File: src/rtl/imem_dmem_port_arbiter.sv
// Shares one single-port synchronous RAM between the fetch port and the load/store port.
// Data wins ties; fetch is guaranteed a slot after STARVE_MAX consecutive data grants.
module imem_dmem_port_arbiter #(
    parameter int ADDR_W     = 10,
    parameter int DATA_W     = 32,
    parameter int STARVE_MAX = 4
) (
    input  logic              CLK,
    input  logic              RSTn,
    input  logic              if_req,
    input  logic [ADDR_W-1:0] if_addr,
    output logic              if_gnt,
    output logic              if_rvalid,
    output logic [DATA_W-1:0] if_rdata,
    input  logic              d_req,
    input  logic              d_we,
    input  logic [ADDR_W-1:0] d_addr,
    input  logic [DATA_W-1:0] d_wdata,
    output logic              d_gnt,
    output logic              d_rvalid,
    output logic [DATA_W-1:0] d_rdata,
    output logic              mem_en,
    output logic              mem_we,
    output logic [ADDR_W-1:0] mem_addr,
    output logic [DATA_W-1:0] mem_wdata,
    input  logic [DATA_W-1:0] mem_rdata
);

    // state   | meaning
    // RD_NONE | no read data returning this cycle
    // RD_IF   | mem_rdata belongs to the fetch port
    // RD_D    | mem_rdata belongs to the load port
    typedef enum logic [1:0] {RD_NONE, RD_IF, RD_D} rd_owner_t;

    localparam logic [3:0] SMAX = 4'(STARVE_MAX);

    rd_owner_t  rd_owner, rd_owner_nxt;
    logic [3:0] starve_cnt, starve_cnt_nxt;
    logic       take_d, take_if;

    always_ff @(posedge CLK or negedge RSTn) begin
        if (!RSTn) begin
            rd_owner   <= RD_NONE;
            starve_cnt <= 4'd0;
        end else begin
            rd_owner   <= rd_owner_nxt;
            starve_cnt <= starve_cnt_nxt;
        end
    end

    always_comb begin
        take_d         = 1'b0;
        take_if        = 1'b0;
        rd_owner_nxt   = RD_NONE;
        starve_cnt_nxt = starve_cnt;

        // Grants are gated by RSTn so nothing reaches the RAM while in reset.
        if (RSTn) begin
            take_d  = d_req && !(if_req && (starve_cnt == SMAX));
            take_if = if_req && !take_d;
        end

        if (take_if)
            rd_owner_nxt = RD_IF;
        else if (take_d && !d_we)
            rd_owner_nxt = RD_D;

        if (take_if || !if_req)
            starve_cnt_nxt = 4'd0;
        else if (take_d && (starve_cnt < SMAX))
            starve_cnt_nxt = starve_cnt + 4'd1;
    end

    assign if_gnt    = take_if;
    assign d_gnt     = take_d;
    assign mem_en    = take_d | take_if;
    assign mem_we    = take_d & d_we;
    assign mem_addr  = take_d ? d_addr : (take_if ? if_addr : '0);
    assign mem_wdata = mem_en ? d_wdata : '0;

    assign if_rvalid = (rd_owner == RD_IF);
    assign d_rvalid  = (rd_owner == RD_D);
    assign if_rdata  = if_rvalid ? mem_rdata : '0;
    assign d_rdata   = d_rvalid  ? mem_rdata : '0;

endmodule
File: config.mk
export PLATFORM = sky130hd
export DESIGN_NAME = imem_dmem_port_arbiter
export DESIGN_NICKNAME = d
export VERILOG_FILES = /design/src/rtl/imem_dmem_port_arbiter.sv
export SDC_FILE = /design/constraint.sdc
export NUM_CORES = 1
export LEC_CHECK = 0
export ABC_CLOCK_PERIOD_IN_PS = 1800
export BUFFER_PORTS_ARGS = -buffer_cell sky130_fd_sc_hd__buf_2
export CORE_AREA = 3 3 77 79
export CTS_BUF_LIST = sky130_fd_sc_hd__clkbuf_8
export DETAILED_ROUTE_END_ITERATION = 8
export DIE_AREA = 0 0 80 82
export HOLD_SLACK_MARGIN = 0.12
export PLACE_DENSITY = 0.64
export SLEW_MARGIN = 40
export SYNTH_ARGS = -nofsm -noshare
export SYNTH_HDL_FRONTEND = slang
export SYNTH_SLANG_ARGS = --single-unit
File: constraint.sdc
create_clock -name CLK -period 1.8 [get_ports CLK]
set_input_delay 0.09 -clock CLK [delete_from_list [all_inputs] [get_ports CLK]]
set_output_delay 0.09 -clock CLK [all_outputs]
set_load 0.01 [all_outputs]
* Yosys cells after proc, flatten, opt, wreduce, memory -nomap -nowiden *
Cells that the tools add are included.

word-level totals
  output and inout bits = 112
  flip-flop bits (word level) = 6

cells by class
  add/subtract/negate cells = 1
  eq/ne operators = 3
  reductions and logical operators = 11
  mux-type cells = 11
  bitwise logic cells = 2
  $lt $le $gt $ge = 1

operators with widths
  cell                   count
  $mux W32               3
  $mux W10               2
  $mux W4                2
  $logic_and A1 B1 Y1    5
  $add A4 B1 Y4 const B  1
  $eq A4 B3 Y1 const B   1
  $logic_not A1 Y1       4
  $lt A4 B3 Y1 const B   1
  $mux W2                2
  $eq A2 B1 Y1 const B   1
  $eq A2 B2 Y1 const B   1
  $mux W1                2
  $reduce_bool A2 Y1     1
  $and A1 B1 Y1          1
  $logic_or A1 B1 Y1     1
  $or A1 B1 Y1           1

* Logic depth before layout (Yosys ltp) *
Gate-level depths: netlist of run 1.

  word-level depth = 9
  mapped depth = 6
  gate-level depth less buffers = 5

* Worst setup path after synthesis of run 1 *
OpenSTA, ideal clock, no wires.

  path type = register to output
  start = reg starve_cnt[0]
  end = out mem_addr[0]
  setup slack = 0.382 ns
  required time = 1.710 ns
  stages on the path, launching flop included = 7
  data arrival time = 1.328 ns
  buffers on the path = 1
  cells stage by stage = dfrtp_1 inv_1 ha_1 and3b_1 o211a_1 buf_6 a22o_1

on the way
  cells in the longest elaborated chain, start to end = 9

RTL lines
  element                 line  source
  from (decl)             38    logic [3:0] starve_cnt, starve_cnt_nxt;
  from (signal assigned)  47    starve_cnt <= starve_cnt_nxt;
  $eq A4 B3 Y1            59    take_d = d_req && !(if_req && (starve_cnt == SMAX));
  $logic_and A1 B1 Y1     59
  $logic_not A1 Y1        59
  $logic_and A1 B1 Y1     59
  $logic_not A1 Y1        60    take_if = if_req && !take_d;
  $logic_and A1 B1 Y1     60
  $mux W1                 58    if (RSTn) begin
  via if_gnt              12    output logic if_gnt,
  $mux W10 (2 in series)  78    assign mem_addr = take_d ? d_addr : (take_if ? if_addr : '0);
  to (decl)               24    output logic [ADDR_W-1:0] mem_addr,

The timed path passes the listed nets, and every way through them passes these cells.

* Final worst setup path of run 1 *
  start = reg starve_cnt[0]
  end = out mem_addr[3]

on the way
  cells in the longest elaborated chain, start to end = 9

RTL lines
  element                line
  $eq A4 B3 Y1 *         59
  $logic_and A1 B1 Y1 *  59
  $logic_not A1 Y1 *     59
  $logic_and A1 B1 Y1 *  59
  $logic_not A1 Y1       60
  $logic_and A1 B1 Y1    60
  $mux W1                58
  $mux W10               78
  $mux W10 *             78

Mark *: on every way between the ends. The rest lies on a longest branch, timed or not.

==> results.md, run 1 <==
- FF-to-FF path depth: 5
- CP max-delay cell: dfrtp_1
- Met3 WL post-DR: 619 um
- Core Area: 5410 um2
- DP Cell Count: 411
- Antenna diode count: 0
- CP Capture Type: output port
- Footprint of the multi-input gates: 880 um2
- Final setup violation count: 0
- Power Density: 312 nW/um2
- Total power draw: 0.000703 W
- Tmin final: 1.74 ns
- Relative slew slack: 0.723
- Critical Path Start Type: flop
- CTS Buf Count: 3
- Post-Syn Area per Cell: 7.30 um2
- Number of remaining DRC errors: 0
- Setup slack at placement: 0.189 ns
- NumNets Final: 441
- Share of the synthesized area in the top cell type: 0.569
- I/O Buffers: 200
- Max-Cap Viols: 0
- Yosys reg bits: 6
- Vias in the first global route: 1440
- Vias/cell: 4.11
- Count leader, synth: and2_1
- HP Class: in2reg
- Worst flop-to-flop path endpoint: starve_cnt[1]$_DFFE_PN0P_
- Crit path DAT: 1.65 ns
- Ys flop type: dfrtp_1
- Hold Path Sink: starve_cnt[2]$_DFFE_PN0P_
- Clk_lat worst skew: 0.22 ns
- GP Congestion: 0.748
- Die footprint: 6560 um2
- Routed Wire Length: 4650 um
- Finished Layout Cells: 420
- Worst hold start: if_req
- I/O Pins: 201
- Synth async-reset ratio: 1.00
- Final hold violations: 0
- Leakage: 1.50 nW
- FP Rows: 27
- Net count after synthesis: 237
- Storage cell area: 150 um2
- R2R Setup Slk: 0.34 ns
- Setup ws final: 0.0609 ns
- Synth area leader: and2_1
- CTS clock-pin slew for the worst setup and hold paths: 0.03 ns
- Slew Limit Fails: 0
- Commonest cells in the synthesized netlist: 97 x and2_1, 10 x a22o_1, 8 x clkbuf_1, 6 x dfrtp_1
- Initial antenna violation count: 0
- Root Driver: clkbuf_8
- Setup TNS Final: 0 ns
- DR top layer: met4
- Cell area after synthesis: 1070 um2
- H-Tree Depth: 1
- Reg2Reg Launch Point: starve_cnt[0]$_DFFE_PN0P_
- DIE WIDTH: 80 um
- WHS Path Cells: 2
- Total gr overflow: 0
- Yosys cell types: 21
- Unrepaired setup endpoints after global routing: true
- DR iter-0 viols: 32
- Routed len/inst: 11.1 um
- Post-synth EDFFs: 0
- Post-synthesis instance total: 146
- Max VDD drop: 0.000468 V
- Met2 Wirelength: 2470 um
- Clk_skew: 0.00108 ns
- Slew of the pin with the lowest slew margin: 0.411 ns
- Tcrit/Tclk final: 0.966
- Worst Path Max Fanout: 6
- Fillers: 564
- Clock sink total: 6
- Yosys warning total: 0
- Leading post-synthesis cells by cell area: and2_1 57%, dfrtp_1 14%, a22o_1 8.2%, clkbuf_1 2.8%, ha_1 2.3%
- Kind of critical path: reg2out
- Vias: 1726
- GRT Overall Usage: 0.113
- WP data required: 1.71 ns
- CP max stage delay: 0.35 ns
- DRT met1 WL: 1510 um
- Layout cells sized above 1: 0.626
- Largest net degree at the start of global routing: 34
- Die height: 82 um
- HPWL Detailed: 4010 um
- Post-layout util: 0.417
- Crit path cell chain: inv_2 -> ha_2 -> and3b_2 -> o211a_4 -> a22o_1 -> buf_2
- Status: complete, no violations
- Sequential share of the synthesized area: 0.141
- Area Overhead vs Synth: 111%
- CTS tree: yes
- Antenna viol nets, final: 0
- DRT Pass-1 Iters: 4
- Fmax: 575 MHz
- Clock Path Buffers: 2
- Initial Util: 0.197
- First-pass GRT wire length: 6040 um
[stage by stage]
stage | area [um2] | hold slack (ns)
after CTS | 2210 | 0.170
after floorplan | 1070 | -0.206
after detailed placement | 2130 | -0.0542
after global placement | 2130 | -0.0558
after global routing | 2250 | 0.206
final | 2250 | 0.195
[worst max-delay path, delay by kind of cell (launching register included)]
kind	cells	cell delay (ns)
AO/OA/AOI/OAI	2	0.49
buffers and inverters	2	0.18
flip-flops	1	0.35
adder cells (fa/ha/maj)	1	0.17
AND/OR/NAND/NOR	1	0.25
[layout make-up]
cell class / count / area share
Inverter: 3 / 0.00500
Clock buffer: 3 / 0.0183
Multi-Input combinational cell: 127 / 0.391
Timing Repair Buffer: 209 / 0.479
Tap cell: 72 / 0.0400
Sequential cell: 6 / 0.0667
[cells by family (layout without fill, tap and decap cells)]
family,after synthesis,in the layout,share of synthesized area
xor gates and xnor gates,1,1,0.00822
muxes,1,1,0.0106
AOI/OAI and AO/OA,15,16,0.121
buffers and inverters,14,215,0.0610
DFF,6,6,0.141
and+or+nand+nor,107,107,0.635
adders and majority gates,2,2,0.0235
[report_power, final]
| group | switching [W] | total, W | internal (W) | leakage (nW) |
|---|---|---|---|---|
| Combinational | 0.000171 | 0.000369 | 0.000198 | 1.40 |
| Clock | 0.0000504 | 0.000193 | 0.000143 | 0.0216 |
| Sequential | 0.00000185 | 0.000141 | 0.000139 | 0.0823 |
| Total | 0.000223 | 0.000703 | 0.000481 | 1.50 |
[routing by layer]
layer / up-vias / track usage
li1: 873 / -
met1: 726 / 0.103
met2: 123 / 0.236
met3: 4 / 0.0395
met4: 0 / 0.0270
met5: - / 0
[how the worst max path moves through the flow]
stage,startpoint,end,slack [ns],cells after the start
finish,starve_cnt[0]$_DFFE_PN0P_,mem_addr[3],0.06,6
global route,starve_cnt[1]$_DFFE_PN0P_,mem_addr[3],-0.01,6
CTS,starve_cnt[0]$_DFFE_PN0P_,mem_addr[3],0.04,7
detailed placement,starve_cnt[0]$_DFFE_PN0P_,mem_addr[9],0.19,6
global placement,starve_cnt[0]$_DFFE_PN0P_,mem_addr[9],0.22,6
floorplan,starve_cnt[0]$_DFFE_PN0P_,mem_addr[0],0.38,6
[state kept, by name (all words and copies together), names as in the netlist]
signal / cells
rd_owner: 2
starve_cnt: 4
[timing repair]
item / CTS / global route
setup buffers: 1 / 2
hold endpoints to repair: 7 / 0
pin swaps: 1 / 5
hold buffers: 2 / 0
gates resized for setup: 2 / 6
endpoints found under the setup margin: 10 / 9
cloned: 0 / 1
[layout by cell type (no fill, tap or decap), types with 2 or more instances in the layout]
cell type / synthesis / routed
buf_2: 1 / 199
dlygate4sd3_1: 0 / 2
nor2b_1: 3 / 3
inv_1: 3 / 2
a22o_1: 10 / 10
and2_1: 97 / 97
clkbuf_8: 0 / 3
buf_4: 1 / 6
o211a_4: 0 / 2
dfrtp_1: 6 / 6
and3_1: 3 / 3
Note: power is estimated with default switching activity, not from simulation.
==> run 2, diff against run 1 <==
--- a/config.mk
+++ b/config.mk
@@ -13,6 +13,7 @@
 export DIE_AREA = 0 0 80 82
 export HOLD_SLACK_MARGIN = 0.12
 export PLACE_DENSITY = 0.64
+export REMOVE_ABC_BUFFERS = 1
 export SLEW_MARGIN = 40
 export SYNTH_ARGS = -nofsm -noshare
 export SYNTH_HDL_FRONTEND = slang
==> run 2 against run 1 <==
Net effect: maximum frequency decreased by 2.9%; critical path type unchanged; clock skew is 0.0023 ns higher; count of clock-buffer cells in the layout stayed put; via count is 1.1% lower; largest cell class unchanged; register-to-register slack about the same; worst hold slack improved by 0.038 ns.
==> results.md, run 2 (synthesized netlist as in run 1, its figures left out) <==
- Root Driver: clkbuf_8
- Die footprint: 6560 um2
- Largest regs: starve_cnt (4), rd_owner (2)
- Hold slack: 0.233 ns
- Commonest non-fill, non-tap cells in the layout: 199 x buf_2, 97 x and2_1, 10 x a22o_1
- Area Overhead vs Synth: 113%
- M3 GR Usage: 0.0362
- Kind of critical path: reg2out
- Power Density: 319 nW/um2
- DR iter-0 viols: 15
- Clk_skew: 0.00337 ns
- First-pass GRT wire length: 6610 um
- Leakage: 1.50 nW
- CTS clock-pin slew for the worst setup and hold paths: 0.03 ns
- Clk_lat worst skew: 0.23 ns
- GRT Overall Usage: 0.128
- GR peak layer: met2
- DRT Pass-1 Iters: 3
- Antenna viol nets, final: 0
- Final setup violation count: 0
- HP Class: in2reg
- Crit path DAT: 1.70 ns
- Core Area: 5410 um2
- H-Tree Depth: 1
- I/O Buffers: 200
- DIE WIDTH: 80 um
- Tmin final: 1.79 ns
- Relative slew slack: 0.738
- Total gr overflow: 0
- Unrepaired setup endpoints after global routing: true
- Setup ws final: 0.00861 ns
- Setup TNS Final: 0 ns
- Critical Path Start Type: flop
- I/O Pins: 201
- Final hold violations: 0
- Max-Cap Viols: 0
- NumNets Final: 440
- Die height: 82 um
- Setup slack at placement: 0.131 ns
- Vias in the first global route: 1408
- Status: complete, no violations
- Tcrit/Tclk final: 0.995
- Fillers: 569
- Antenna diode count: 0
- Clock Path Buffers: 2
- Worst Path Max Fanout: 6
- GP Congestion: 0.792
- CP Capture Type: output port
- Initial Util: 0.197
- HPWL Detailed: 4500 um
- Routed len/inst: 12.5 um
- Clock sink total: 6
- CTS tree: yes
- Routed Wire Length: 5240 um
- FP Rows: 27
- Footprint of the multi-input gates: 913 um2
- Largest net degree at the start of global routing: 34
- WP data required: 1.71 ns
- Total power draw: 0.000722 W
- Met1 usage: 0.133
- Slew Limit Fails: 0
- Storage cell area: 150 um2
- CTS Buf Count: 3
- Number of remaining DRC errors: 0
- Slew of the pin with the lowest slew margin: 0.389 ns
- Vias: 1707
- Top reg by flops: starve_cnt
- Layout cells sized above 1: 0.625
- Vias/cell: 4.07
- Commonest non-fill, non-tap cell in the layout: buf_2
- Initial antenna violation count: 0
- Met2 Track Usage GR: 0.250
- Max reg flops: 4
- Post-layout util: 0.419
- Max VDD drop: 0.000361 V
- Fmax: 558 MHz
==> run 2: final timing paths <==
path	from	endpoint	slack, ns	cells after the start
setup / recovery	starve_cnt[0]$_DFFE_PN0P_	mem_addr[3]	0.009	6
hold / removal	if_req	starve_cnt[2]$_DFFE_PN0P_	0.23	2
setup reg to reg	starve_cnt[0]$_DFFE_PN0P_	starve_cnt[2]$_DFFE_PN0P_	0.33	5
hold reg to reg	starve_cnt[2]$_DFFE_PN0P_	starve_cnt[2]$_DFFE_PN0P_	0.56	1
max in group asynchronous	RSTn	starve_cnt[1]$_DFFE_PN0P_	1.37	2
min in group asynchronous	RSTn	starve_cnt[3]$_DFFE_PN0P_	0.28	2
==> run 2: layout make-up <==
type | instances | share of cell area
Clock buffer | 3 | 0.0182
Inverter | 3 | 0.00497
Multi-Input combinational cell | 128 | 0.403
Sequential cell | 6 | 0.0662
Tap cell | 72 | 0.0397
Timing Repair Buffer | 207 | 0.468
==> run 2: report_power, final <==
part / leakage (nW) / switching, W / internal, W
registers: 0.0823 / 0.00000188 / 0.000139
logic: 1.39 / 0.000182 / 0.000198
clock network: 0.0216 / 0.0000581 / 0.000144
total: 1.50 / 0.000242 / 0.000481
==> run 2: through the flow <==
stage / instances / area (um2)
final: 419 / 2270
after global routing: 419 / 2270
after CTS: 415 / 2200
after detailed placement: 410 / 2130
after global placement: 410 / 2130
after floorplan: 135 / 1010
==> run 2: timing repair <==
item | CTS | global route
gates cloned | 0 | 2
endpoints found under the hold margin | 7 | 0
endpoints found under the setup margin | 11 | 11
gates resized for setup | 3 | 7
buffers inserted | 0 | 2
hold buffers | 2 | 0
pin swaps | 1 | 8
==> run 2: layer usage <==
layer  part of all wire  wire length [um]
met1               0.34              1790
met5                  0                 0
met4              0.017                89
met3               0.13               687
met2               0.51              2680
==> run 2: critical path: stages, from the launching register on <==
cell     delay, ns
dfrtp_1       0.35
inv_2         0.06
ha_4          0.14
and3b_2       0.28
o211a_4       0.30
a22o_1        0.21
buf_2         0.14
==> run 3, diff against run 2 <==
--- a/config.mk
+++ b/config.mk
@@ -6,13 +6,16 @@
 export NUM_CORES = 1
 export LEC_CHECK = 0
 export ABC_CLOCK_PERIOD_IN_PS = 1800
-export BUFFER_PORTS_ARGS = -buffer_cell sky130_fd_sc_hd__buf_2
-export CORE_AREA = 3 3 77 79
+export BUFFER_PORTS_ARGS = -buffer_cell sky130_fd_sc_hd__clkbuf_2
+export CELL_PAD_IN_SITES_DETAIL_PLACEMENT = 2
+export CELL_PAD_IN_SITES_GLOBAL_PLACEMENT = 2
+export CORE_ASPECT_RATIO = 1.1
+export CORE_MARGIN = 3
+export CORE_UTILIZATION = 10
 export CTS_BUF_LIST = sky130_fd_sc_hd__clkbuf_8
 export DETAILED_ROUTE_END_ITERATION = 8
-export DIE_AREA = 0 0 80 82
 export HOLD_SLACK_MARGIN = 0.12
-export PLACE_DENSITY = 0.64
+export PLACE_DENSITY = 0.82
 export REMOVE_ABC_BUFFERS = 1
 export SLEW_MARGIN = 40
 export SYNTH_ARGS = -nofsm -noshare
==> run 3 against run 2 <==
Net effect: non-clock buffer count up 3; largest power group unchanged; sequential power about the same; routed wire length up 35%.
==> results.md, run 3 (synthesized netlist as in run 1, its figures left out) <==
- HP Class: in2reg
- Crit path cell chain: inv_2 -> ha_4 -> and3b_2 -> o211a_4 -> a22o_1 -> buf_2
- Top reg by flops: starve_cnt
- Total gr overflow: 0
- CP Capture Type: output port
- CTS tree: yes
- Slew of the pin with the lowest slew margin: 0.389 ns
- CP max stage delay: 0.37 ns
- Vias: 1863
- Fillers: 1278
- I/O Pins: 201
- Clk_lat worst skew: 0.22 ns
- NumNets Final: 442
- Final hold violations: 0
- CTS clock-pin slew for the worst setup and hold paths: 0.04 ns
- Die footprint: 11900 um2
- DP Cell Count: 479
- HPWL Detailed: 6050 um
- Vias/cell: 3.81
- GRT Overall Usage: 0.111
- Unrepaired setup endpoints after global routing: true
- Largest net degree at the start of global routing: 34
- Tmin final: 1.80 ns
- Fmax: 556 MHz
- Max reg flops: 4
- Largest regs: starve_cnt (4), rd_owner (2)
- DR iter-0 viols: 31
- Antenna diode count: 0
- Number of remaining DRC errors: 0
- Leakage: 1.46 nW
- CTS Buf Count: 3
- Crit path DAT: 1.71 ns
- I/O Buffers: 200
- Vias in the first global route: 2044
- Tcrit/Tclk final: 0.999
- Setup TNS Final: 0 ns
- Area Overhead vs Synth: 123%
- Layout cells sized above 1: 0.633
- Storage cell area: 150 um2
- Power Density: 313 nW/um2
- Critical Path Start Type: flop
- Max VDD drop: 0.000130 V
- Antenna viol nets, final: 0
- Clock sink total: 6
- Initial Util: 0.105
- Finished Layout Cells: 489
- Routed Wire Length: 7080 um
- Core Area: 10100 um2
- Commonest non-fill, non-tap cells in the layout: 189 x clkbuf_2, 96 x and2_1, 10 x a22o_1, 10 x buf_2
- Commonest non-fill, non-tap cell in the layout: clkbuf_2
- Max-Cap Viols: 0
- Hold slack: 0.264 ns
- Kind of critical path: reg2out
- Root Driver: clkbuf_8
- Clk_skew: 0.00234 ns
- Slew Limit Fails: 0
- Relative slew slack: 0.738
- Die height: 114 um
- Final setup violation count: 0
- FP Rows: 38
- WP data required: 1.71 ns
- Status: complete, no violations
- Worst Path Max Fanout: 6
- Clock Path Buffers: 2
- GP Congestion: 0.702
- DIE WIDTH: 104 um
- H-Tree Depth: 1
- Initial antenna violation count: 0
- DRT Pass-1 Iters: 3
- Footprint of the multi-input gates: 900 um2
- CP max-delay cell: dfrtp_1
- Routed len/inst: 14.5 um
- First-pass GRT wire length: 10600 um
==> run 3: path summary, 6_finish.rpt <==
path	end	slack, ns	startpoint	cells after the start
max in group asynchronous	starve_cnt[3]$_DFFE_PN0P_	1.14	RSTn	2
worst max register to register	starve_cnt[1]$_DFFE_PN0P_	0.31	starve_cnt[0]$_DFFE_PN0P_	5
worst min-delay path	starve_cnt[2]$_DFFE_PN0P_	0.26	if_req	2
worst max-delay path	mem_addr[2]	0.002	starve_cnt[0]$_DFFE_PN0P_	6
worst min register to register	starve_cnt[2]$_DFFE_PN0P_	0.56	starve_cnt[2]$_DFFE_PN0P_	1
min in group asynchronous	starve_cnt[2]$_DFFE_PN0P_	0.43	RSTn	2
==> run 3: critical path, delay by kind of cell (launching register included) <==
kind	cells	cell delay [ns]
AOI/OAI and AO/OA	2	0.50
adders and majority gates	1	0.15
buffers and inverters	2	0.21
DFF	1	0.37
and+or+nand+nor	1	0.26
==> run 3: where the power goes <==
part	switching [W]	leakage [nW]	internal (W)	total, W
Combinational	0.000199	1.36	0.000204	0.000403
Sequential	0.00000244	0.0823	0.000139	0.000142
Clock	0.0000558	0.0216	0.000143	0.000199
Total	0.000257	1.46	0.000486	0.000744
==> run 3: per-stage QoR <==
stage	area, um2	worst slack [ns]	total power (W)	util
2_1_floorplan	1010	0.244	0.000293	-
3_3_place_gp	2220	0.190	0.000512	0.219
3_5_place_dp	2220	0.0728	0.000530	0.219
4_1_cts	2330	0.00558	0.000751	0.231
5_1_grt	2370	-0.0532	0.000806	0.234
6_report	2370	0.00157	0.000744	0.234
==> run 3: timing repair <==
item / 4_1_cts / 5_1_grt
buffers inserted: 3 / 0
pin swaps: 2 / 14
hold buffers: 2 / 0
cloned: 1 / 1
hold endpoints to repair: 7 / 0
setup endpoints to repair: 11 / 11
resized for setup: 7 / 19
==> run 3: cell type report <==
| cell class | instances | share of cell area |
|---|---|---|
| well taps | 140 | 0.0738 |
| repair buffers | 210 | 0.461 |
| clock buffers | 3 | 0.0174 |
| inverters | 3 | 0.00475 |
| multi-input cells | 127 | 0.379 |
| flip-flops and latches | 6 | 0.0633 |
==> run 3: metal layers <==
layer	track usage	vias up	part of all wire	wire length [um]
li1	-	874	-	-
met1	0.105	843	0.33	2310
met2	0.225	142	0.55	3880
met3	0.0310	4	0.11	788
met4	0.0381	0	0.013	92
met5	0	-	0	0
